[config.mk]
export PLATFORM = sky130hd
export DESIGN_NAME = data_mem_dp
export DESIGN_NICKNAME = d
export VERILOG_FILES = /design/src/rtl/data_mem_dp.sv
export SDC_FILE = /design/constraint.sdc
export NUM_CORES = 2
export LEC_CHECK = 0
export CORE_MARGIN = 1.5
export CORE_UTILIZATION = 41
export DETAILED_ROUTE_END_ITERATION = 10
export MAX_ROUTING_LAYER = met4
export PLACE_DENSITY = 0.65
export SYNTH_ARGS = -nofsm -noshare
export SYNTH_HDL_FRONTEND = slang
export SYNTH_SLANG_ARGS = --single-unit
[constraint.sdc]
create_clock -name Clk -period 15.8 [get_ports Clk]
set_clock_uncertainty 0.1 [all_clocks]
set_input_delay 3.16 -clock Clk [delete_from_list [all_inputs] [get_ports Clk]]
set_output_delay 3.16 -clock Clk [all_outputs]
set_load 0.03 [all_outputs]
[src/rtl/data_mem_dp.sv]
// Two-port data memory: one write port, one independent read port, hardware clear after reset.
// Read latency is 0 (combinational) or 1 (registered, write-first on address collision).
module data_mem_dp #(
   parameter int             W        = 8,
   parameter int             A        = 8,
   parameter int             RD_LAT   = 1,
   parameter logic [W-1:0]   INIT_VAL = '0
) (
   input  logic         Clk,
   input  logic         Reset,
   output logic         Ready,
   input  logic         WriteEn,
   input  logic [A-1:0] WrAddr,
   input  logic [W-1:0] WrData,
   input  logic         RdEn,
   input  logic [A-1:0] RdAddr,
   output logic [W-1:0] RdData,
   output logic         RdValid
);

   localparam int DEPTH = 1 << A;

   typedef enum logic {
      ST_CLEAR = 1'b0,
      ST_RUN   = 1'b1
   } state_t;

   state_t         state_q, state_d;
   logic [A:0]     clr_ptr_q, clr_ptr_d;

   logic           mem_we;
   logic [A-1:0]   mem_addr;
   logic [W-1:0]   mem_dat;
   logic           rd_fire;

   logic [W-1:0]   Core [DEPTH];

   always_ff @(posedge Clk) begin
      if (Reset) begin
         state_q   <= ST_CLEAR;
         clr_ptr_q <= '0;
      end else begin
         state_q   <= state_d;
         clr_ptr_q <= clr_ptr_d;
      end
   end

   // The clear engine owns the single write port until the last word is written;
   // the carry into bit A of the pointer marks that last step.
   always_comb begin
      state_d   = state_q;
      clr_ptr_d = clr_ptr_q;
      mem_we    = 1'b0;
      mem_addr  = WrAddr;
      mem_dat   = WrData;
      case (state_q)
         ST_CLEAR: begin
            mem_we    = 1'b1;
            mem_addr  = clr_ptr_q[A-1:0];
            mem_dat   = INIT_VAL;
            clr_ptr_d = clr_ptr_q + 1'b1;
            if (clr_ptr_d[A]) begin
               state_d = ST_RUN;
            end
         end
         ST_RUN: begin
            mem_we = WriteEn;
         end
         default: begin
            state_d = ST_CLEAR;
         end
      endcase
      if (Reset) begin
         mem_we = 1'b0;
      end
   end

   always_ff @(posedge Clk) begin
      if (mem_we) begin
         Core[mem_addr] <= mem_dat;
      end
   end

   assign Ready   = (state_q == ST_RUN);
   assign rd_fire = RdEn & Ready;

   generate
      if (RD_LAT == 0) begin : g_comb_rd
         assign RdData  = Core[RdAddr];
         assign RdValid = rd_fire;
      end else begin : g_reg_rd
         logic [W-1:0] rd_data_q, rd_data_d;
         logic         rd_valid_q;

         // Same-edge write to the read address forwards the new data.
         always_comb begin
            rd_data_d = rd_data_q;
            if (rd_fire) begin
               if (WriteEn && (WrAddr == RdAddr)) begin
                  rd_data_d = WrData;
               end else begin
                  rd_data_d = Core[RdAddr];
               end
            end
         end

         always_ff @(posedge Clk) begin
            if (Reset) begin
               rd_data_q  <= '0;
               rd_valid_q <= 1'b0;
            end else begin
               rd_data_q  <= rd_data_d;
               rd_valid_q <= rd_fire;
            end
         end

         assign RdData  = rd_data_q;
         assign RdValid = rd_valid_q;
      end
   endgenerate

endmodule

; Word level (Yosys, flattened, before mapping)
; Memory sizes are Yosys's and may differ from the RTL's. A register that Yosys moved wholly into a read port is not among the register bits.
; Cells that the tools add are included.
[totals]
register_bits = 11
ram_bits = 2048
out_inout_bits = 10
word_cells = 15
mem_count = 1
[op_classes]
addsub = 1
mux = 8
bitwise = 2
[memory_table]
columns = name, words, width, rd, rd_clocked_by_memory_dff, write_ports, line_no
row1 = Core, 256, 8, 1, 1, 1, 36  ; logic [W-1:0] Core [DEPTH];
[op_table]
columns = op, n
row1 = $mux 8, 2
row2 = $add 9x1->9 const B, 1
row3 = $mux 1, 5
row4 = $pmux 1 s2, 1
row5 = $and 1x1->1, 1
row6 = $not 1->1, 1

; Logic depth before layout (Yosys ltp)
[depth]
word_depth = 5
ltp_mapped = 14

; Worst setup path after synthesis
; OpenSTA, ideal clock, no wires.
[synth_path]
path_kind = input to register
from = input WrData[0]
to = memory Core[0][0], data pin
setup_time_ps = 867
arrival_time_ps = 6387
path_slack_ps = 8446
stages = 1
path_buffers = 0
cell_sequence = and2_1
[synth_via]
elab_chain_len = 1
[synth_rtl]
columns = element, line_no
row1 = start: declaration, 14  ; input logic [W-1:0] WrData,
row2 = $mux 8, 56  ; case (state_q)
row3 = end: declaration, 36
; Every way passes these cells.

==> flow_summary.toml <==
[timing]
maxSlewHeadroom_pct = -8.31
finalMaxSlewViolations = 2
rsz0062_at_grt = "false"
min_period_ns = 7.17
post-route-period-util_pct = 45.4
hold_viol_final = 0
worst_slew_pin_slew_ns = 1.58
setup_viol = 0
setup_tns_ns = 0
fmax_mhz = 140

[cts]
cts_hold_buf = 0
path_clk_slew_ns = 0.06
clockBufferDepth = 3
cts_sinks = 2067
cts_tree = "done"
cts_htree_levels = 4
clkLatencyLatePin_ns = 0.85
cts_resized = 0
numCtsBuffers = 198
cts-root-buf = "clkbuf_16"
post-cts-setup-buffers = 0

[floorplan]
core_um2 = 198000
start_util_pct = 41.4
die-area_um2 = 203000
io_pins = 38
die_w_um = 450
die_h_um = 450
row_count = 163

[hold_path]
hold_path_class = "reg -> reg"

[synth]
synthCells = 3965
synth_compound_area_share_pct = 2.54
synth-seq-cells = 2067
avgSynthCellArea_um2 = 20.7
synth.distinct_cells = 80
synth_top_family_by_area = "multiplexers"
muxShareOfSynthArea_pct = 15.9
synth-edff-count = 2048
synthAdderAreaFrac_pct = 0.0153
yosys.area_share.xor_xnor_pct = 0.160
synthArstFlopShare_pct = 0
synthFlopType = "edfxtp_1"
synthSimpleGateAreaFrac_pct = 3.65
yosysWarnings = 0
ys_seq_area_share_pct = 75.5
syn_area_um2 = 81900
syn_nets = 3994

[power_and_ir_drop]
totalPowerFinal_mw = 11.4
leakage_nw = 29.0
vdd_drop_max_mv = 0.107
p_per_area_nw_per_um2 = 125

[route]
vias = 41700
via_per_inst = 6.07
drtIter0Drc = 5352
drc = 0
ant_nets = 0
first_pass_iters = 6
wirelength_mm = 223
routedWlPerCell_um = 32.4

[placed_design]
place_inst = 6502
hpwlAfterDp_mm = 136
dpl-instance-area_um2 = 84600
portBuffers = 37
routabilityCongestion = 0.965

[critical_path]
crit_type = "in -> reg"
start_kind = "input port"
crit_path_max_fanout = 90
endpoint_kind = "flip-flop"
critical_path_arrival_ns = 7.87
worstPathRequired_ns = 16.51

[global_route]
grt_pass1_vias = 40700
grt_first_pass_wirelength_mm = 315
grt_max_degree = 193
globalRouteOverflowTotal = 0
antenna_found_initial = 9
grt_usage_pct = 22.5

[cells_and_area]
fin_cells = 6880
nets = 4092
drive_above_1_share_pct = 19.1
finish.instance_area_um2 = 91100
area_growth_pct = 11.1

[job]
cap_violations = 1

[status]
status = "complete, but fails checks"
violations = "max-capacitance violations, max-slew violations"
## kinds of logic (layout without fill, tap and decap cells)
logic type	after synthesis	in the layout
fa+ha+maj	1	1
buf+inv	246	515
simple gates	688	688
compound gates	296	296
mux	652	652
xor+xnor	15	15
other cells	0	6
flops	2067	2067
## where the power goes
part           internal (mW)  total [mW]  switching [mW]
logic                  0.196       0.625           0.429
registers               6.03        6.04         0.00711
clock network           2.60        4.70            2.10
total                   8.82        11.4            2.54
## sequential cells by signal, summed over array words and instances, names as in the netlist
name,count
Core,2048
RdData,8
RdValid,1
Ready,1
clr_ptr_q,9
## synth_stat cells (43+ instances only)
master	number	area, um^2
buf_2	64	320
o21ai_0	43	215
mux2i_1	155	1550
nand2_1	174	653
a21oi_1	45	225
edfxtp_1	2048	61500
nor2_1	304	1140
mux4_2	393	8850
clkbuf_1	60	225
nor3_1	48	240
nand3_1	65	325
mux4_1	95	2500
## placed cells by master (no fill, tap or decap), drive strengths merged, types with 8 or more instances in the layout
| cell | netlist | layout |
|---|---|---|
| mux2i | 155 | 155 |
| inv | 14 | 18 |
| nand2b | 15 | 15 |
| buf | 159 | 100 |
| nor2 | 305 | 305 |
| mux4 | 488 | 488 |
| edfxtp | 2048 | 2048 |
| clkdlybuf4s50 | 0 | 30 |
| a21oi | 45 | 45 |
| o221ai | 30 | 30 |
| a22oi | 21 | 21 |
| o22ai | 43 | 43 |
| and2 | 17 | 17 |
| clkbuf | 73 | 260 |
| a31oi | 21 | 21 |
| bufinv | 0 | 15 |
| mux2 | 9 | 9 |
| and3 | 8 | 8 |
| clkinv | 0 | 89 |
| nor4 | 11 | 11 |
| nor3 | 48 | 48 |
| nand3 | 65 | 65 |
| xnor2 | 11 | 11 |
| o21ai | 48 | 48 |
| nand2 | 175 | 175 |
| a211oi | 12 | 12 |
| dfxtp | 19 | 19 |
| nor2b | 16 | 16 |
## per-stage QoR
stage               hold slack, ns  setup WS, ns  utilization (%)
finish                       0.397          8.63             46.0
global route                 0.419          8.49             46.0
CTS                          0.402          8.75             46.0
detailed placement           0.388          7.84             42.7
global placement             0.373          7.77             42.7
floorplan                    0.362          8.45                -
## worst max-delay path, cell delays in order
cell	delay, ns
buf_8	0.57
buf_4	0.74
buf_12	0.58
mux4_1	0.50
a21oi_1	0.10
a2111oi_0	1.34
o32ai_1	0.17
o31a_1	0.30
o21ai_0	0.13
## final timing paths
kind | from | to | slack [ns] | cells after the start
worst max register to register | Ready$_SDFF_PP0_ | Core[87][0]$_DFFE_PP_ | 11.29 | 5
worst min register to register | clr_ptr_q[8]$_SDFFE_PP0N_ | clr_ptr_q[8]$_SDFFE_PP0N_ | 0.40 | 1
worst min-delay path | clr_ptr_q[8]$_SDFFE_PP0N_ | clr_ptr_q[8]$_SDFFE_PP0N_ | 0.40 | 1
worst max-delay path | RdAddr[0] | RdData[4]$_SDFFE_PP0P_ | 8.63 | 9
## area by class of cell
type | instances | area (um^2)
fillers | 16300 | 107000
flip-flops and latches | 2067 | 61900
multi-input cells | 1652 | 18300
clock buffers | 260 | 5220
well taps | 2640 | 3300
clock inverters | 111 | 1200
repair buffers | 130 | 1120
inverters | 14 | 57.6
diodes | 6 | 15.0
## routing by layer
metal	routed length, um	track usage, %	up-vias
met5	0	-	-
met1	85200	29.3	22200
met3	22000	5.32	558
li1	-	-	16700
met4	12600	11.0	0
met2	103000	33.3	2327
No activity file was read; power rests on OpenSTA's default activity.
